File: config.mk
export PLATFORM = sky130hd
export DESIGN_NAME = pad_scanner
export DESIGN_NICKNAME = d
export VERILOG_FILES = /design/src/rtl/pad_scanner_pkg.sv /design/src/rtl/pad_tick_gen.sv /design/src/rtl/pad_scanner.sv
export SDC_FILE = /design/constraint.sdc
export NUM_CORES = 1
export LEC_CHECK = 0
export BUFFER_PORTS_ARGS = -buffer_cell sky130_fd_sc_hd__buf_2
export CORE_ASPECT_RATIO = 0.7
export CORE_MARGIN = 4
export CORE_UTILIZATION = 55
export DETAILED_ROUTE_END_ITERATION = 6
export GPL_TIMING_DRIVEN = 1
export PLACE_DENSITY_LB_ADDON = 0.05
export SETUP_SLACK_MARGIN = 0.1
export SYNTH_ARGS = -nofsm -noshare
export SYNTH_HDL_FRONTEND = slang
export SYNTH_SLANG_ARGS = --single-unit
File: constraint.sdc
create_clock -name clk -period 3 [get_ports clk]
set_clock_uncertainty 0.2 [all_clocks]
set_input_delay 0 -clock clk [delete_from_list [all_inputs] [get_ports clk]]
set_output_delay 0 -clock clk [all_outputs]
set_load 0.05 [all_outputs]
File: src/rtl/pad_scanner_pkg.sv
// rtl/pad_scanner_pkg.sv - shared types and button indices for the pad scanner
// Contents: scanner state encoding, NES and SNES button bit positions.
package pad_scanner_pkg;

    typedef enum logic [1:0] {
        S_IDLE    = 2'b00,
        S_LATCH   = 2'b01,
        S_CAPTURE = 2'b11,
        S_DONE    = 2'b10
    } state_t;

    // NES button positions within a pad's button vector
    localparam int NES_A      = 0;
    localparam int NES_B      = 1;
    localparam int NES_SELECT = 2;
    localparam int NES_START  = 3;
    localparam int NES_UP     = 4;
    localparam int NES_DOWN   = 5;
    localparam int NES_LEFT   = 6;
    localparam int NES_RIGHT  = 7;

    // SNES button positions within a pad's button vector
    localparam int SNES_B      = 0;
    localparam int SNES_Y      = 1;
    localparam int SNES_SELECT = 2;
    localparam int SNES_START  = 3;
    localparam int SNES_UP     = 4;
    localparam int SNES_DOWN   = 5;
    localparam int SNES_LEFT   = 6;
    localparam int SNES_RIGHT  = 7;
    localparam int SNES_A      = 8;
    localparam int SNES_X      = 9;
    localparam int SNES_L      = 10;
    localparam int SNES_R      = 11;

endpackage

File: src/rtl/pad_tick_gen.sv
// rtl/pad_tick_gen.sv - half-period and poll-rate tick generator
// Ports: clk, reset (async active-low), clear_half restarts the half-period
// counter, enable gates the poll counter; half_tick pulses every HALF cycles,
// poll_tick pulses every POLL_DIV enabled cycles.
module pad_tick_gen #(
    parameter int CLK_FREQ = 12_000_000,
    parameter int SCLK_HZ  = 83_333,
    parameter int POLL_HZ  = 60
) (
    input  logic clk,
    input  logic reset,
    input  logic clear_half,
    input  logic enable,
    output logic half_tick,
    output logic poll_tick
);

    localparam int HALF     = CLK_FREQ / (2 * SCLK_HZ);
    localparam int POLL_DIV = CLK_FREQ / POLL_HZ;
    localparam int HW       = $clog2(HALF + 1);
    localparam int PW       = $clog2(POLL_DIV + 1);

    logic [HW-1:0] half_cnt;
    logic [PW-1:0] poll_cnt;

    assign half_tick = (half_cnt == HW'(HALF - 1));
    assign poll_tick = enable && (poll_cnt == PW'(POLL_DIV - 1));

    always_ff @(posedge clk or negedge reset) begin
        if (!reset) begin
            half_cnt <= '0;
        end else if (clear_half || half_tick) begin
            half_cnt <= '0;
        end else begin
            half_cnt <= half_cnt + 1'b1;
        end
    end

    // Poll counter freezes (rather than clears) while disabled.
    always_ff @(posedge clk or negedge reset) begin
        if (!reset) begin
            poll_cnt <= '0;
        end else if (enable) begin
            if (poll_tick) begin
                poll_cnt <= '0;
            end else begin
                poll_cnt <= poll_cnt + 1'b1;
            end
        end
    end

endmodule

File: src/rtl/pad_scanner.sv
// rtl/pad_scanner.sv - multi-pad NES/SNES serial game-pad scanner
// Ports: clk, reset (async active-low), enable (auto polling), poll_now
// (immediate scan request), sdata (per-pad active-low serial data);
// latch/sclk drive the pads, state is the FSM state, buttons is the
// active-high button image, pressed_evt/released_evt are frame edge masks
// qualified by the one-cycle frame_valid strobe.
module pad_scanner
    import pad_scanner_pkg::*;
#(
    parameter int CLK_FREQ = 12_000_000,
    parameter int SCLK_HZ  = 83_333,
    parameter int POLL_HZ  = 60,
    parameter int NUM_PADS = 2,
    parameter int NUM_BITS = 8
) (
    input  logic                         clk,
    input  logic                         reset,
    input  logic                         enable,
    input  logic                         poll_now,
    input  logic [NUM_PADS-1:0]          sdata,
    output logic                         latch,
    output logic                         sclk,
    output logic [1:0]                   state,
    output logic [NUM_PADS*NUM_BITS-1:0] buttons,
    output logic [NUM_PADS*NUM_BITS-1:0] pressed_evt,
    output logic [NUM_PADS*NUM_BITS-1:0] released_evt,
    output logic                         frame_valid
);

    localparam int W     = NUM_PADS * NUM_BITS;
    localparam int IDX_W = $clog2(NUM_BITS);
    localparam logic [IDX_W-1:0] LAST_IDX = IDX_W'(NUM_BITS - 1);

    state_t              state_q;
    logic [NUM_PADS-1:0] sync1;
    logic [NUM_PADS-1:0] sync2;
    logic [W-1:0]        raw;       // sampled levels, still active-low
    logic [W-1:0]        raw_next;
    logic [W-1:0]        new_btn;
    logic [IDX_W-1:0]    idx;
    logic                phase;     // 0 = first half tick of a bit, 1 = second
    logic                pending;
    logic                req;
    logic                clear_half;
    logic                half_tick;
    logic                poll_tick;

    assign state      = state_q;
    assign req        = poll_tick | poll_now;
    assign clear_half = (state_q == S_IDLE) && pending;

    pad_tick_gen #(
        .CLK_FREQ (CLK_FREQ),
        .SCLK_HZ  (SCLK_HZ),
        .POLL_HZ  (POLL_HZ)
    ) u_tick (
        .clk        (clk),
        .reset      (reset),
        .clear_half (clear_half),
        .enable     (enable),
        .half_tick  (half_tick),
        .poll_tick  (poll_tick)
    );

    always_ff @(posedge clk or negedge reset) begin
        if (!reset) begin
            sync1 <= '1;
            sync2 <= '1;
        end else begin
            sync1 <= sdata;
            sync2 <= sync1;
        end
    end

    // Bit idx of every pad is written in place; the final frame is built
    // from raw_next so buttons can update on the same edge as the last sample.
    always_comb begin
        raw_next = raw;
        for (int p = 0; p < NUM_PADS; p++) begin
            raw_next[p*NUM_BITS + int'(idx)] = sync2[p];
        end
        new_btn = ~raw_next;
    end

    always_ff @(posedge clk or negedge reset) begin
        if (!reset) begin
            state_q      <= S_IDLE;
            latch        <= 1'b0;
            sclk         <= 1'b0;
            buttons      <= '0;
            pressed_evt  <= '0;
            released_evt <= '0;
            frame_valid  <= 1'b0;
            pending      <= 1'b0;
            raw          <= '1;
            idx          <= '0;
            phase        <= 1'b0;
        end else begin
            frame_valid  <= 1'b0;
            pressed_evt  <= '0;
            released_evt <= '0;
            // IDLE consumes the flag; a request in that same cycle re-arms it.
            if (state_q == S_IDLE) begin
                pending <= req;
            end else begin
                pending <= pending | req;
            end

            case (state_q)
                S_IDLE: begin
                    latch <= 1'b0;
                    sclk  <= 1'b0;
                    if (pending) begin
                        latch   <= 1'b1;
                        idx     <= '0;
                        phase   <= 1'b0;
                        state_q <= S_LATCH;
                    end
                end
                S_LATCH: begin
                    if (half_tick) begin
                        if (!phase) begin
                            phase <= 1'b1;
                        end else begin
                            latch   <= 1'b0;
                            raw     <= raw_next;
                            idx     <= IDX_W'(1);
                            phase   <= 1'b0;
                            state_q <= S_CAPTURE;
                        end
                    end
                end
                S_CAPTURE: begin
                    if (half_tick) begin
                        if (!phase) begin
                            sclk  <= 1'b1;
                            phase <= 1'b1;
                        end else begin
                            sclk  <= 1'b0;
                            phase <= 1'b0;
                            raw   <= raw_next;
                            if (idx == LAST_IDX) begin
                                buttons      <= new_btn;
                                pressed_evt  <= new_btn & ~buttons;
                                released_evt <= ~new_btn & buttons;
                                frame_valid  <= 1'b1;
                                state_q      <= S_DONE;
                            end else begin
                                idx <= idx + 1'b1;
                            end
                        end
                    end
                end
                S_DONE: begin
                    state_q <= S_IDLE;
                end
                default: begin
                    state_q <= S_IDLE;
                end
            endcase
        end
    end

endmodule

==> results of run 1 <==
## flip-flops by register name, indices dropped and copies added (netlist names)
name,cells
u_tick.half_cnt,7
u_tick.poll_cnt,18
idx,3
pending,1
sclk,1
state,2
released_evt,16
pressed_evt,16
sync1,2
frame_valid,1
latch,1
raw,16
sync2,2
buttons,16
phase,1
## area by class of cell
cell class              instances  area [sq um]
multi-input cells             236          1630
flip-flops and latches        103          2600
well taps                      98           123
fillers                       591          2400
clock inverters                 3          40.0
repair buffers                 68           380
clock buffers                  13           270
inverters                       9          33.8
## per-stage QoR
stage,cells,cell area [sq um],power [uW]
2_1_floorplan,365,4350,1810
3_3_place_gp,509,4720,1900
3_5_place_dp,509,4720,1910
4_1_cts,530,5080,3120
5_1_grt,530,5080,3240
6_report,530,5080,3080
## routing by layer
layer	global-route usage	share of wire
met1	0.273	0.49
met2	0.294	0.45
met3	0.0597	0.053
met4	0.0629	0.012
met5	0	0
## power groups by stage
stage                     logic, uW  registers, uW  clock network (uW)
after global placement          278           1620                   0
after floorplan                 207           1600                   0
after CTS                       298           1610                1210
after detailed placement        291           1620                   0
final                           293           1610                1180
after global routing            335           1630                1280
## cells by family (layout without fill, tap and decap cells)
family                   count (synthesis)  count (layout)  synth area share
buffers and inverters                   26              93            0.0284
flip-flops                             103             103             0.598
AO/OA/AOI/OAI                           40              40            0.0526
XOR/XNOR                                17              17            0.0342
AND/OR/NAND/NOR                        141             141             0.193
adder cells (fa/ha/maj)                  4               4            0.0115
multiplexers                            34              34            0.0830
## repair_timing
item                      4_1_cts  5_1_grt
hold buffers                    5        0
hold endpoints to repair       60        0
resized for setup               0        0
## placed cells by master (no fill, tap or decap), types with 3 or more instances in the layout
| cell type | instances |
|---|---|
| sky130_fd_sc_hd__a21oi_1 | 23 |
| sky130_fd_sc_hd__a32o_1 | 3 |
| sky130_fd_sc_hd__and3_1 | 4 |
| sky130_fd_sc_hd__buf_2 | 57 |
| sky130_fd_sc_hd__buf_4 | 6 |
| sky130_fd_sc_hd__clkbuf_16 | 9 |
| sky130_fd_sc_hd__clkbuf_8 | 3 |
| sky130_fd_sc_hd__dfrtp_1 | 83 |
| sky130_fd_sc_hd__dfstp_2 | 20 |
| sky130_fd_sc_hd__dlygate4sd3_1 | 5 |
| sky130_fd_sc_hd__ha_1 | 4 |
| sky130_fd_sc_hd__inv_1 | 9 |
| sky130_fd_sc_hd__mux2_1 | 16 |
| sky130_fd_sc_hd__mux2i_1 | 17 |
| sky130_fd_sc_hd__nand2_1 | 17 |
| sky130_fd_sc_hd__nand2b_1 | 3 |
| sky130_fd_sc_hd__nand3_1 | 13 |
| sky130_fd_sc_hd__nand3b_1 | 3 |
| sky130_fd_sc_hd__nand4_1 | 7 |
| sky130_fd_sc_hd__nor2_1 | 35 |
| sky130_fd_sc_hd__nor2b_1 | 3 |
| sky130_fd_sc_hd__nor3_1 | 7 |
| sky130_fd_sc_hd__nor3b_1 | 26 |
| sky130_fd_sc_hd__nor3b_2 | 9 |
| sky130_fd_sc_hd__nor4_1 | 3 |
| sky130_fd_sc_hd__o21ai_0 | 8 |
| sky130_fd_sc_hd__or3_1 | 4 |
| sky130_fd_sc_hd__xnor2_1 | 13 |
| sky130_fd_sc_hd__xor2_1 | 4 |
## path summary, 6_finish.rpt
| check | startpoint | to | slack (ns) | cells past startpoint |
|---|---|---|---|---|
| min in group clk | sdata[0] | sync1[0]$_DFF_PN1_ | 0.10 | 2 |
| hold reg to reg | sync1[0]$_DFF_PN1_ | sync2[0]$_DFF_PN1_ | 0.16 | 0 |
| hold / removal | reset | u_tick.half_cnt[6]$_DFF_PN0_ | 0.03 | 2 |
| setup reg to reg | u_tick.half_cnt[3]$_DFF_PN0_ | buttons[15]$_DFFE_PN0P_ | 0.42 | 4 |
| max in group asynchronous | reset | raw[7]$_DFFE_PN1P_ | 1.72 | 3 |
| setup / recovery | u_tick.half_cnt[3]$_DFF_PN0_ | buttons[15]$_DFFE_PN0P_ | 0.42 | 4 |
==> flow_summary.html, run 1 <==
<table>
<tr><th>Metric</th><th>Value</th></tr>
<tr><th colspan="2">Outcome</th></tr>
<tr><td>Result of the run</td><td>completed</td></tr>
<tr><th colspan="2">Detailed routing</th></tr>
<tr><td>Via density</td><td>5.34</td></tr>
<tr><td>Average detailed-routed wire length per instance</td><td>15.5 um</td></tr>
<tr><td>Drt drc</td><td>0</td></tr>
<tr><td>Number of iterations in the first detailed-routing pass</td><td>4</td></tr>
<tr><td>Aggregate routed wire length</td><td>8210 um</td></tr>
<tr><td>Remaining number of nets flagged by the antenna check after routing</td><td>0</td></tr>
<tr><td>Vias</td><td>2,832</td></tr>
<tr><td>DRC marker count from the first detailed-route iteration</td><td>173</td></tr>
<tr><th colspan="2">Global routing</th></tr>
<tr><td>Vias in the first global route</td><td>2,795</td></tr>
<tr><td>Global-route total usage across every layer</td><td>0.195</td></tr>
<tr><td>Pin count of the biggest net entering global routing</td><td>56</td></tr>
<tr><td>Global route overflow</td><td>0</td></tr>
<tr><td>Antenna violations before repair</td><td>0</td></tr>
<tr><td>Wire length of the first global-routing pass</td><td>14,000 um</td></tr>
<tr><th colspan="2">Layout</th></tr>
<tr><td>Area growth from synthesis to layout</td><td>16.6%</td></tr>
<tr><td>Final #Nets</td><td>437</td></tr>
<tr><td>Count of antenna diodes in the layout</td><td>0</td></tr>
<tr><td>Share of final-layout standard cells stronger than drive strength 1</td><td>0.257</td></tr>
<tr><td>Final design utilization</td><td>0.679</td></tr>
<tr><th colspan="2">Clock network</th></tr>
<tr><td>Clock latency of the later-clocked register in the worst-skew pair</td><td>0.34 ns</td></tr>
<tr><td>Total number of clock tree sinks</td><td>103</td></tr>
<tr><td>Level count of the clock H-tree</td><td>3</td></tr>
<tr><td>Longest Clk Path Bufs</td><td>2</td></tr>
<tr><td>Clock slew seen by the registers of the worst setup and hold paths</td><td>~0.060 ns</td></tr>
<tr><td>Number of clock buffers inserted by TritonCTS</td><td>9</td></tr>
<tr><td>Root Buffer</td><td>sky130_fd_sc_hd__clkbuf_16</td></tr>
<tr><td>Number of buffers inserted by post-CTS setup repair</td><td>0</td></tr>
<tr><td>CTS tree</td><td>built</td></tr>
<tr><th colspan="2">Logic synthesis</th></tr>
<tr><td>Flip-flop and latch count after synthesis</td><td>103</td></tr>
<tr><td>Largest area contributor in the netlist</td><td>sky130_fd_sc_hd__dfrtp_1</td></tr>
<tr><td>Most instantiated cells after synthesis</td><td>sky130_fd_sc_hd__dfrtp_1, sky130_fd_sc_hd__nor2_1, sky130_fd_sc_hd__nor3b_1, sky130_fd_sc_hd__a21oi_1, sky130_fd_sc_hd__dfstp_2</td></tr>
<tr><td>Yosys cell types</td><td>41</td></tr>
<tr><td>Most frequent cell after synthesis</td><td>sky130_fd_sc_hd__dfrtp_1</td></tr>
<tr><td>Proportion of synthesized flip-flops having asynchronous set or reset</td><td>1.00</td></tr>
<tr><td>Portion of the post-synthesis area used by sequential elements</td><td>0.598</td></tr>
<tr><td>Post-Syn Area per Cell</td><td>roughly 12 sq um</td></tr>
<tr><td>Net count after synthesis</td><td>375</td></tr>
<tr><td>Number of enable-type register cells in the synthesized netlist</td><td>0</td></tr>
<tr><td>Ys Warns</td><td>0</td></tr>
<tr><td>Most common flop cell mapped by yosys</td><td>sky130_fd_sc_hd__dfrtp_1</td></tr>
<tr><td>Mapped Area</td><td>4350 sq um</td></tr>
<tr><td>Area contributors post-synth</td><td>sky130_fd_sc_hd__dfrtp_1, sky130_fd_sc_hd__dfstp_2, sky130_fd_sc_hd__nor3b_1</td></tr>
<tr><td>Portion of synthesized cell area occupied by the leading cell type</td><td>0.477</td></tr>
<tr><td>Gate count after technology mapping</td><td>approximately 370</td></tr>
<tr><th colspan="2">Floorplanning</th></tr>
<tr><td>Top-Level Pins</td><td>59</td></tr>
<tr><td>Initial cell density of the core</td><td>0.582</td></tr>
<tr><td>Vertical extent of the die</td><td>82.4 um</td></tr>
<tr><td>Number of rows created at floorplan</td><td>26</td></tr>
<tr><td>Floorplan die area</td><td>between 9000 and 10,000 sq um</td></tr>
<tr><td>Chip width</td><td>114 um</td></tr>
<tr><td>Placeable Area</td><td>7480 sq um</td></tr>
<tr><th colspan="2">Power and ir drop</th></tr>
<tr><td>Clock share of power</td><td>0.384</td></tr>
<tr><td>Total power divided by cell area</td><td>about 600 nW/um^2</td></tr>
<tr><td>Internal power of the cells</td><td>2330 uW</td></tr>
<tr><td>Portion of total power attributed to sequential cells</td><td>0.521</td></tr>
<tr><td>Pleak</td><td>0.00248 uW</td></tr>
<tr><td>Fraction of power spent switching nets</td><td>0.246</td></tr>
<tr><td>Fraction of power consumed by combinational cells</td><td>0.095</td></tr>
<tr><td>Switching Power</td><td>759 uW</td></tr>
<tr><td>Maximum vdd drop</td><td>0.458 mV</td></tr>
<tr><th colspan="2">Worst setup path</th></tr>
<tr><td>Arrival @ worst endpoint</td><td>between 2 and 3 ns</td></tr>
<tr><td>Crit end category</td><td>register</td></tr>
<tr><td>Kind of cell with the highest combined delay on the critical path</td><td>simple AND/OR/NAND/NOR gates</td></tr>
<tr><td>Crit Path Max Fanout</td><td>49</td></tr>
<tr><td>Kind of critical path</td><td>register to register</td></tr>
<tr><td>Cell-by-cell trace of the critical path</td><td>or4b_4, or3_2, buf_4, mux2_1</td></tr>
<tr><td>Crit path buffers/inverters</td><td>1</td></tr>
<tr><td>Delay of the slowest cell on the worst path</td><td>0.59 ns</td></tr>
<tr><td>CP startpoint kind</td><td>register</td></tr>
<tr><td>Critical path's slowest cell</td><td>sky130_fd_sc_hd__or4b_4</td></tr>
<tr><td>Required time worst endpoint</td><td>roughly 3 ns</td></tr>
<tr><th colspan="2">Timing</th></tr>
<tr><td>Final Hold Slack</td><td>~0.032 ns</td></tr>
<tr><td>Final Setup Violations</td><td>0</td></tr>
<tr><td>Achievable clock frequency</td><td>388 MHz</td></tr>
<tr><td>Transition time of the tightest slew-check pin</td><td>0.702 ns</td></tr>
<tr><td>Total negative slack</td><td>0 ns</td></tr>
<tr><td>Time the worst path needs with I/O delays and setup</td><td>around 2.6 ns</td></tr>
<tr><td>Worst max-slew margin expressed relative to the limit</td><td>0.525</td></tr>
<tr><td>Final count of hold timing violations</td><td>0</td></tr>
<tr><td>RSZ-0062 raised after global routing</td><td>no</td></tr>
<tr><td>Final worst-path setup slack</td><td>0.423 ns</td></tr>
<tr><td>Number of slew-limit violations in the final report</td><td>0</td></tr>
<tr><td>Period utilisation layout</td><td>0.859</td></tr>
<tr><th colspan="2">Run</th></tr>
<tr><td>Max-capacitance violation count</td><td>0</td></tr>
<tr><th colspan="2">Placed design</th></tr>
<tr><td>Routability-driven placement congestion ratio</td><td>approximately 0.77</td></tr>
<tr><td>PortBufs</td><td>58</td></tr>
<tr><td>Half-perimeter wire length of the detailed placement result</td><td>5520 um</td></tr>
<tr><td>Worst slack at placement</td><td>0.466 ns</td></tr>
<tr><th colspan="2">Worst hold path</th></tr>
<tr><td>Path category of the worst min-delay check</td><td>primary input to asynchronous set/reset pin</td></tr>
</table>
Power figures use the tool's default switching activity.
==> run 2: changes to the inputs <==
--- a/config.mk
+++ b/config.mk
@@ -5,6 +5,7 @@
 export SDC_FILE = /design/constraint.sdc
 export NUM_CORES = 1
 export LEC_CHECK = 0
+export ABC_AREA = 1
 export BUFFER_PORTS_ARGS = -buffer_cell sky130_fd_sc_hd__buf_2
 export CORE_ASPECT_RATIO = 0.7
 export CORE_MARGIN = 4
==> flow_summary.html, run 2 <==
<table>
<tr><th>Metric</th><th>Value</th></tr>
<tr><th colspan="2">Layout</th></tr>
<tr><td>Most common cell after layout, fill and taps aside</td><td>sky130_fd_sc_hd__nand2_1</td></tr>
<tr><td>Count of antenna diodes in the layout</td><td>0</td></tr>
<tr><td>Design Area, Final</td><td>around 5400 sq um</td></tr>
<tr><td>Post-route insts no fill</td><td>716</td></tr>
<tr><td>Flip-flop count of the largest register, all copies and words added</td><td>18</td></tr>
<tr><td>Final #Nets</td><td>slightly above 600</td></tr>
<tr><td>Fill cell instance count of the final layout</td><td>between 700 and 800</td></tr>
<tr><td>Multi-input gate area in the final layout</td><td>approximately 1800 sq um</td></tr>
<tr><td>Most frequent cells in the layout</td><td>sky130_fd_sc_hd__nand2_1, sky130_fd_sc_hd__dfrtp_1, sky130_fd_sc_hd__nor2_1, sky130_fd_sc_hd__inv_1, sky130_fd_sc_hd__buf_2</td></tr>
<tr><td>Reg with most FFs</td><td>u_tick.poll_cnt</td></tr>
<tr><td>Area growth from synthesis to layout</td><td>14.8%</td></tr>
<tr><td>Share of final-layout standard cells stronger than drive strength 1</td><td>0.227</td></tr>
<tr><td>Flip-flop and latch area</td><td>2600 sq um</td></tr>
<tr><th colspan="2">Logic synthesis</th></tr>
<tr><td>Yosys cell types</td><td>29</td></tr>
<tr><td>Flip-flop and latch count after synthesis</td><td>about 100</td></tr>
<tr><td>Portion of synthesized cell area occupied by the leading cell type</td><td>0.438</td></tr>
<tr><td>Most common flop cell mapped by yosys</td><td>sky130_fd_sc_hd__dfrtp_1</td></tr>
<tr><td>Largest area contributor in the netlist</td><td>sky130_fd_sc_hd__dfrtp_1</td></tr>
<tr><td>Mapped Area</td><td>4740 sq um</td></tr>
<tr><td>Most frequent cell after synthesis</td><td>sky130_fd_sc_hd__nand2_1</td></tr>
<tr><td>Post-Syn Area per Cell</td><td>8.76 sq um</td></tr>
<tr><td>Proportion of synthesized flip-flops having asynchronous set or reset</td><td>1.00</td></tr>
<tr><td>Ys Warns</td><td>0</td></tr>
<tr><td>Area contributors post-synth</td><td>sky130_fd_sc_hd__dfrtp_1, sky130_fd_sc_hd__nand2_1, sky130_fd_sc_hd__dfstp_2</td></tr>
<tr><td>Portion of the post-synthesis area used by sequential elements</td><td>0.549</td></tr>
<tr><td>Most instantiated cells after synthesis</td><td>sky130_fd_sc_hd__nand2_1, sky130_fd_sc_hd__dfrtp_1, sky130_fd_sc_hd__nor2_1, sky130_fd_sc_hd__inv_1, sky130_fd_sc_hd__nand3_1</td></tr>
<tr><td>Gate count after technology mapping</td><td>roughly 540</td></tr>
<tr><td>Net count after synthesis</td><td>551</td></tr>
<tr><td>Number of enable-type register cells in the synthesized netlist</td><td>0</td></tr>
<tr><th colspan="2">Worst setup path</th></tr>
<tr><td>Cell seen most often among critical-path stages</td><td>sky130_fd_sc_hd__nor2_1</td></tr>
<tr><td>Crit path buffers/inverters</td><td>0</td></tr>
<tr><td>Required time worst endpoint</td><td>roughly 3.0 ns</td></tr>
<tr><td>Crit Path Max Fanout</td><td>8</td></tr>
<tr><td>Worst reg-to-reg path cell count</td><td>8</td></tr>
<tr><td>Crit path depth</td><td>8</td></tr>
<tr><td>Crit end category</td><td>register</td></tr>
<tr><td>Arrival @ worst endpoint</td><td>1.93 ns</td></tr>
<tr><td>Kind of critical path</td><td>register to register</td></tr>
<tr><td>CP startpoint kind</td><td>register</td></tr>
<tr><td>Delay of the slowest cell on the worst path</td><td>0.46 ns</td></tr>
<tr><td>Critical path's slowest cell</td><td>sky130_fd_sc_hd__dfrtp_1</td></tr>
<tr><td>Cell-by-cell trace of the critical path</td><td>ha_1, ha_1, nor2_1, nor2_1, nor2_1, nand3_1, nand2_1, nand2_1</td></tr>
<tr><td>Kind of cell with the highest combined delay on the critical path</td><td>simple AND/OR/NAND/NOR gates</td></tr>
<tr><th colspan="2">Power and ir drop</th></tr>
<tr><td>Fraction of power spent switching nets</td><td>0.318</td></tr>
<tr><td>Power Total</td><td>3340 uW</td></tr>
<tr><td>Clock share of power</td><td>0.328</td></tr>
<tr><td>Internal power of the cells</td><td>between 2000 and 2500 uW</td></tr>
<tr><td>Fraction of power consumed by combinational cells</td><td>0.182</td></tr>
<tr><td>Total power divided by cell area</td><td>615 nW/um^2</td></tr>
<tr><td>Portion of total power attributed to sequential cells</td><td>0.490</td></tr>
<tr><td>Pleak</td><td>0.00294 uW</td></tr>
<tr><td>Switching Power</td><td>around 1100 uW</td></tr>
<tr><td>Maximum vdd drop</td><td>0.424 mV</td></tr>
<tr><th colspan="2">Floorplanning</th></tr>
<tr><td>Chip width</td><td>~120 um</td></tr>
<tr><td>Vertical extent of the die</td><td>between 80 and 90 um</td></tr>
<tr><td>Floorplan die area</td><td>10,200 sq um</td></tr>
<tr><td>Placeable Area</td><td>roughly 8400 sq um</td></tr>
<tr><td>Initial cell density of the core</td><td>0.564</td></tr>
<tr><td>Top-Level Pins</td><td>59</td></tr>
<tr><td>Number of rows created at floorplan</td><td>28</td></tr>
<tr><th colspan="2">Global routing</th></tr>
<tr><td>Global route overflow</td><td>0</td></tr>
<tr><td>Global-route total usage across every layer</td><td>0.209</td></tr>
<tr><td>Antenna violations before repair</td><td>0</td></tr>
<tr><td>Wire length of the first global-routing pass</td><td>16,800 um</td></tr>
<tr><td>Pin count of the biggest net entering global routing</td><td>66</td></tr>
<tr><td>Vias in the first global route</td><td>3,385</td></tr>
<tr><th colspan="2">Detailed routing</th></tr>
<tr><td>Vias</td><td>roughly 3,600</td></tr>
<tr><td>Remaining number of nets flagged by the antenna check after routing</td><td>0</td></tr>
<tr><td>Via density</td><td>5.04</td></tr>
<tr><td>DRC marker count from the first detailed-route iteration</td><td>295</td></tr>
<tr><td>Number of iterations in the first detailed-routing pass</td><td>5</td></tr>
<tr><td>Average detailed-routed wire length per instance</td><td>13.4 um</td></tr>
<tr><td>Aggregate routed wire length</td><td>9620 um</td></tr>
<tr><td>Drt drc</td><td>0</td></tr>
<tr><th colspan="2">Clock network</th></tr>
<tr><td>Level count of the clock H-tree</td><td>3</td></tr>
<tr><td>Longest Clk Path Bufs</td><td>2</td></tr>
<tr><td>Root Buffer</td><td>sky130_fd_sc_hd__clkbuf_16</td></tr>
<tr><td>CTS tree</td><td>built</td></tr>
<tr><td>Total number of clock tree sinks</td><td>103</td></tr>
<tr><td>Number of clock buffers inserted by TritonCTS</td><td>9</td></tr>
<tr><td>Number of instances resized during post-cts repair</td><td>0</td></tr>
<tr><td>Clock slew seen by the registers of the worst setup and hold paths</td><td>roughly 0.070 ns</td></tr>
<tr><td>Clock latency of the later-clocked register in the worst-skew pair</td><td>0.34 ns</td></tr>
<tr><th colspan="2">Placed design</th></tr>
<tr><td>Routability-driven placement congestion ratio</td><td>0.857</td></tr>
<tr><td>Half-perimeter wire length of the detailed placement result</td><td>6960 um</td></tr>
<tr><td>Placed Instances</td><td>694</td></tr>
<tr><td>PortBufs</td><td>between 50 and 60</td></tr>
<tr><td>Area post-placement</td><td>5090 sq um</td></tr>
<tr><th colspan="2">Timing</th></tr>
<tr><td>Total negative slack</td><td>0 ns</td></tr>
<tr><td>Transition time of the tightest slew-check pin</td><td>0.676 ns</td></tr>
<tr><td>Worst max-slew margin expressed relative to the limit</td><td>0.550</td></tr>
<tr><td>RSZ-0062 raised after global routing</td><td>no</td></tr>
<tr><td>Period utilisation layout</td><td>0.634</td></tr>
<tr><td>Final count of hold timing violations</td><td>0</td></tr>
<tr><td>Final Setup Violations</td><td>0</td></tr>
<tr><td>Achievable clock frequency</td><td>526 MHz</td></tr>
<tr><td>Final Hold Slack</td><td>0.0371 ns</td></tr>
<tr><td>Time the worst path needs with I/O delays and setup</td><td>between 1.5 and 2 ns</td></tr>
<tr><td>Number of slew-limit violations in the final report</td><td>0</td></tr>
<tr><th colspan="2">Worst hold path</th></tr>
<tr><td>Path category of the worst min-delay check</td><td>primary input to asynchronous set/reset pin</td></tr>
<tr><th colspan="2">Outcome</th></tr>
<tr><td>Result of the run</td><td>completed</td></tr>
<tr><th colspan="2">Run</th></tr>
<tr><td>Max-capacitance violation count</td><td>0</td></tr>
</table>
## run 2: cell count changes after synthesis, moves of 9 or more
cell                      delta
sky130_fd_sc_hd__mux2i_1    -17
sky130_fd_sc_hd__nor2_1     +40
sky130_fd_sc_hd__o21ai_2    +19
sky130_fd_sc_hd__nor3b_2     -9
sky130_fd_sc_hd__inv_1      +58
sky130_fd_sc_hd__nand2_1   +132
sky130_fd_sc_hd__xnor2_1    -12
sky130_fd_sc_hd__nand3_1    +15
sky130_fd_sc_hd__nor3b_1    -25
sky130_fd_sc_hd__nor3_2     +16
sky130_fd_sc_hd__a21oi_1    -17
sky130_fd_sc_hd__o21ai_1    +12
sky130_fd_sc_hd__mux2_1     -16
## run 2: kinds of logic after synthesis
group                      count (synthesis)  share of synthesized area
DFF                                      103                      0.549
adders and majority gates                  4                     0.0106
buffers and inverters                     81                     0.0774
and+or+nand+nor                          293                      0.281
xor gates and xnor gates                   3                    0.00555
AOI/OAI and AO/OA                         57                     0.0766
## run 2: per-layer routing
layer  vias up  share of wire  GRT usage
li1       1848              -          -
met1      1664           0.53      0.318
met2        93           0.42      0.296
met3         7          0.047     0.0567
met4         0         0.0084     0.0568
met5         -              0          0
## run 2: layout make-up
cell class                 instances  area share
inverter                          69      0.0476
multi-input combinational        357       0.325
sequential                       103       0.478
timing repair buffer              66      0.0722
clock inverter                     4     0.00552
clock buffer                      12      0.0471
tap                              105      0.0241
## run 2: worst paths after layout
| kind | startpoint | endpoint | slack, ns |
|---|---|---|---|
| min in group clk | sdata[0] | sync1[0]$_DFF_PN1_ | 0.10 |
| worst max-delay path | idx[0]$_DFFE_PN0P_ | idx[0]$_DFFE_PN0P_ | 1.10 |
| worst max register to register | idx[0]$_DFFE_PN0P_ | idx[0]$_DFFE_PN0P_ | 1.10 |
| worst min register to register | sync1[0]$_DFF_PN1_ | sync2[0]$_DFF_PN1_ | 0.16 |
| worst min-delay path | reset | u_tick.poll_cnt[10]$_DFFE_PN0P_ | 0.04 |
| max in group asynchronous | reset | raw[7]$_DFFE_PN1P_ | 1.81 |
## run 2: power by group through the flow
| stage | clock network (uW) | logic [uW] | registers [uW] |
|---|---|---|---|
| 2_1_floorplan | 0 | 440 | 1650 |
| 3_3_place_gp | 0 | 578 | 1650 |
| 3_5_place_dp | 0 | 598 | 1660 |
| 4_1_cts | 1140 | 615 | 1640 |
| 5_1_grt | 1190 | 716 | 1660 |
| 6_report | 1100 | 607 | 1640 |
## run 2: what timing repair did
| action | CTS | global route |
|---|---|---|
| buffers inserted | 0 | 0 |
| endpoints found under the hold margin | 65 | 0 |
| hold buffers | 6 | 0 |
## run 2: stage by stage
stage | setup WS [ns] | utilization
after CTS | 1.10 | 0.647
after detailed placement | 1.12 | 0.606
after global routing | 0.856 | 0.647
after floorplan | 1.16 | -
after global placement | 1.17 | 0.606
final | 1.10 | 0.647
## run 2: worst reg2reg max path, cell delays in order, from the launching register on
cell,delay (ns)
sky130_fd_sc_hd__dfrtp_1,0.46
sky130_fd_sc_hd__ha_1,0.24
sky130_fd_sc_hd__ha_1,0.21
sky130_fd_sc_hd__nor2_1,0.11
sky130_fd_sc_hd__nor2_1,0.05
sky130_fd_sc_hd__nor2_1,0.22
sky130_fd_sc_hd__nand3_1,0.17
sky130_fd_sc_hd__nand2_1,0.10
sky130_fd_sc_hd__nand2_1,0.05
==> run 3: changes to the inputs <==
==> constraint.sdc (replaced) <==
create_clock -name clk -period 1.9 [get_ports clk]
set_clock_uncertainty 0.2 [all_clocks]
set_input_delay 0 -clock clk [delete_from_list [all_inputs] [get_ports clk]]
set_output_delay 0 -clock clk [all_outputs]
set_load 0.05 [all_outputs]
==> flow_summary.html, run 3 (synthesis results as in run 2) <==
<table>
<tr><th>Metric</th><th>Value</th></tr>
<tr><th colspan="2">Worst setup path</th></tr>
<tr><td>CP startpoint kind</td><td>register</td></tr>
<tr><td>Kind of critical path</td><td>register to register</td></tr>
<tr><td>Crit Path Max Fanout</td><td>9</td></tr>
<tr><td>Critical path's slowest cell</td><td>sky130_fd_sc_hd__dfrtp_1</td></tr>
<tr><td>Crit end category</td><td>register</td></tr>
<tr><td>Required time worst endpoint</td><td>1.92 ns</td></tr>
<tr><td>Crit path buffers/inverters</td><td>2</td></tr>
<tr><td>Delay of the slowest cell on the worst path</td><td>between 0.3 and 0.4 ns</td></tr>
<tr><td>Kind of cell with the highest combined delay on the critical path</td><td>simple AND/OR/NAND/NOR gates</td></tr>
<tr><td>Cell-by-cell trace of the critical path</td><td>ha_2, nand2_2, inv_2, nand3_4, nor2_4, nand2_8, clkbuf_16, nand2_1, o21ai_0</td></tr>
<tr><td>Arrival @ worst endpoint</td><td>1.78 ns</td></tr>
<tr><th colspan="2">Detailed routing</th></tr>
<tr><td>Remaining number of nets flagged by the antenna check after routing</td><td>0</td></tr>
<tr><td>DRC marker count from the first detailed-route iteration</td><td>296</td></tr>
<tr><td>Aggregate routed wire length</td><td>10,400 um</td></tr>
<tr><td>Vias</td><td>3,815</td></tr>
<tr><td>Average detailed-routed wire length per instance</td><td>~14 um</td></tr>
<tr><td>Number of iterations in the first detailed-routing pass</td><td>7</td></tr>
<tr><td>Drt drc</td><td>0</td></tr>
<tr><td>Via density</td><td>5.13</td></tr>
<tr><th colspan="2">Power and ir drop</th></tr>
<tr><td>Maximum vdd drop</td><td>1.01 mV</td></tr>
<tr><td>Pleak</td><td>0.00311 uW</td></tr>
<tr><td>Portion of total power attributed to sequential cells</td><td>0.468</td></tr>
<tr><td>Switching Power</td><td>1690 uW</td></tr>
<tr><td>Clock share of power</td><td>0.323</td></tr>
<tr><td>Total power divided by cell area</td><td>942 nW/um^2</td></tr>
<tr><td>Fraction of power consumed by combinational cells</td><td>0.209</td></tr>
<tr><td>Fraction of power spent switching nets</td><td>0.311</td></tr>
<tr><td>Internal power of the cells</td><td>3760 uW</td></tr>
<tr><th colspan="2">Placed design</th></tr>
<tr><td>Routability-driven placement congestion ratio</td><td>0.912</td></tr>
<tr><td>Half-perimeter wire length of the detailed placement result</td><td>roughly 6900 um</td></tr>
<tr><td>PortBufs</td><td>58</td></tr>
<tr><td>Placed Instances</td><td>708</td></tr>
<tr><th colspan="2">Global routing</th></tr>
<tr><td>Antenna violations before repair</td><td>0</td></tr>
<tr><td>Wire length of the first global-routing pass</td><td>16,200 um</td></tr>
<tr><td>Global-route total usage across every layer</td><td>0.198</td></tr>
<tr><td>Vias in the first global route</td><td>3,292</td></tr>
<tr><td>Pin count of the biggest net entering global routing</td><td>71</td></tr>
<tr><td>Global route overflow</td><td>0</td></tr>
<tr><th colspan="2">Timing</th></tr>
<tr><td>Worst max-slew margin expressed relative to the limit</td><td>0.754</td></tr>
<tr><td>Achievable clock frequency</td><td>568 MHz</td></tr>
<tr><td>Period utilisation layout</td><td>0.927</td></tr>
<tr><td>Transition time of the tightest slew-check pin</td><td>between 0.3 and 0.4 ns</td></tr>
<tr><td>Final Setup Violations</td><td>0</td></tr>
<tr><td>RSZ-0062 raised after global routing</td><td>yes</td></tr>
<tr><td>Total negative slack</td><td>0 ns</td></tr>
<tr><td>Time the worst path needs with I/O delays and setup</td><td>1.76 ns</td></tr>
<tr><td>Final Hold Slack</td><td>0.0345 ns</td></tr>
<tr><td>Final count of hold timing violations</td><td>0</td></tr>
<tr><td>Number of slew-limit violations in the final report</td><td>0</td></tr>
<tr><th colspan="2">Run</th></tr>
<tr><td>Max-capacitance violation count</td><td>0</td></tr>
<tr><th colspan="2">Layout</th></tr>
<tr><td>Area growth from synthesis to layout</td><td>22.2%</td></tr>
<tr><td>Count of antenna diodes in the layout</td><td>0</td></tr>
<tr><td>Share of final-layout standard cells stronger than drive strength 1</td><td>0.276</td></tr>
<tr><td>Most common cell after layout, fill and taps aside</td><td>sky130_fd_sc_hd__nand2_1</td></tr>
<tr><td>Reg with most FFs</td><td>u_tick.poll_cnt</td></tr>
<tr><td>Final #Nets</td><td>around 640</td></tr>
<tr><td>Most frequent cells in the layout</td><td>sky130_fd_sc_hd__nand2_1, sky130_fd_sc_hd__dfrtp_1, sky130_fd_sc_hd__nor2_1, sky130_fd_sc_hd__inv_1, sky130_fd_sc_hd__buf_2</td></tr>
<tr><td>Flip-flop count of the largest register, all copies and words added</td><td>18</td></tr>
<tr><td>Post-route insts no fill</td><td>743</td></tr>
<tr><th colspan="2">Clock network</th></tr>
<tr><td>Number of clock buffers inserted by TritonCTS</td><td>9</td></tr>
<tr><td>CTS tree</td><td>built</td></tr>
<tr><td>Root Buffer</td><td>sky130_fd_sc_hd__clkbuf_16</td></tr>
<tr><td>Clock latency of the later-clocked register in the worst-skew pair</td><td>0.34 ns</td></tr>
<tr><td>Clock slew seen by the registers of the worst setup and hold paths</td><td>0.07 ns</td></tr>
<tr><td>Longest Clk Path Bufs</td><td>2</td></tr>
<tr><td>Total number of clock tree sinks</td><td>103</td></tr>
<tr><td>Level count of the clock H-tree</td><td>3</td></tr>
<tr><th colspan="2">Worst hold path</th></tr>
<tr><td>Path category of the worst min-delay check</td><td>primary input to asynchronous set/reset pin</td></tr>
<tr><th colspan="2">Floorplanning</th></tr>
<tr><td>Placeable Area</td><td>approximately 8400 sq um</td></tr>
<tr><td>Top-Level Pins</td><td>59</td></tr>
<tr><td>Vertical extent of the die</td><td>~86 um</td></tr>
<tr><td>Floorplan die area</td><td>10,200 sq um</td></tr>
<tr><td>Chip width</td><td>119 um</td></tr>
<tr><td>Number of rows created at floorplan</td><td>28</td></tr>
<tr><td>Initial cell density of the core</td><td>0.564</td></tr>
<tr><th colspan="2">Outcome</th></tr>
<tr><td>Result of the run</td><td>completed</td></tr>
</table>
-- run 3: cell types whose count changed in the layout (fill, tap and decap cells not counted), sizes merged --
cell	delta
clkbuf	+4
bufinv	+1
buf	+23
clkinv	-1
-- run 3: power groups by stage --
stage | clock network, uW | logic (uW) | registers [uW]
3_5_place_dp | 0 | 1040 | 2590
2_1_floorplan | 0 | 696 | 2600
5_1_grt | 1910 | 1300 | 2580
3_3_place_gp | 0 | 1020 | 2580
4_1_cts | 1810 | 1060 | 2550
6_report | 1760 | 1140 | 2550
-- run 3: area by class of cell --
cell class / count / area, sq um
well taps: 105 / 131
multi-input cells: 357 / 1810
flip-flops and latches: 103 / 2610
inverters: 69 / 259
repair buffers: 93 / 702
clock inverters: 4 / 47.5
clock buffers: 12 / 236
fillers: 662 / 2620
-- run 3: tightest hold or removal path, cell delays in order --
cell and delay, ns:
sky130_fd_sc_hd__dlygate4sd3_1 0.52, sky130_fd_sc_hd__buf_4 0.14, sky130_fd_sc_hd__buf_12 0.31
-- run 3: worst paths after layout --
check | start | to | slack (ns) | depth (start not counted)
min in group clk | sdata[0] | sync1[0]$_DFF_PN1_ | 0.11 | 2
worst max register to register | u_tick.half_cnt[1]$_DFF_PN0_ | buttons[15]$_DFFE_PN0P_ | 0.14 | 9
worst min-delay path | reset | u_tick.poll_cnt[8]$_DFFE_PN0P_ | 0.03 | 3
worst max-delay path | u_tick.half_cnt[1]$_DFF_PN0_ | buttons[15]$_DFFE_PN0P_ | 0.14 | 9
max in group asynchronous | reset | u_tick.poll_cnt[14]$_DFFE_PN0P_ | 0.80 | 3
worst min register to register | sync1[1]$_DFF_PN1_ | sync2[1]$_DFF_PN1_ | 0.16 | 0
-- run 3: per-layer routing --
| layer | track usage | share of wire | up-vias |
|---|---|---|---|
| li1 | - | - | 1898 |
| met1 | 0.307 | 0.52 | 1820 |
| met2 | 0.277 | 0.43 | 85 |
| met3 | 0.0514 | 0.044 | 12 |
| met4 | 0.0526 | 0.0091 | 0 |
| met5 | 0 | 0 | - |
-- run 3: repair_timing --
action / in CTS / in global routing
endpoints found under the setup margin: 2 / 58
resized for setup: 0 / 21
cloned: 0 / 7
endpoints found under the hold margin: 113 / 0
hold buffers: 6 / 0
pin swaps: 0 / 5
setup buffers: 0 / 6
-- run 3: stage by stage --
step	utilization	total power (uW)	cell area [sq um]	worst slack, ns
3_3_place_gp	0.620	3590	5210	0.173
6_report	0.689	5450	5790	0.138
3_5_place_dp	0.620	3630	5210	0.111
2_1_floorplan	-	3300	4740	0.103
4_1_cts	0.661	5420	5560	0.0949
5_1_grt	0.689	5790	5790	0.0422
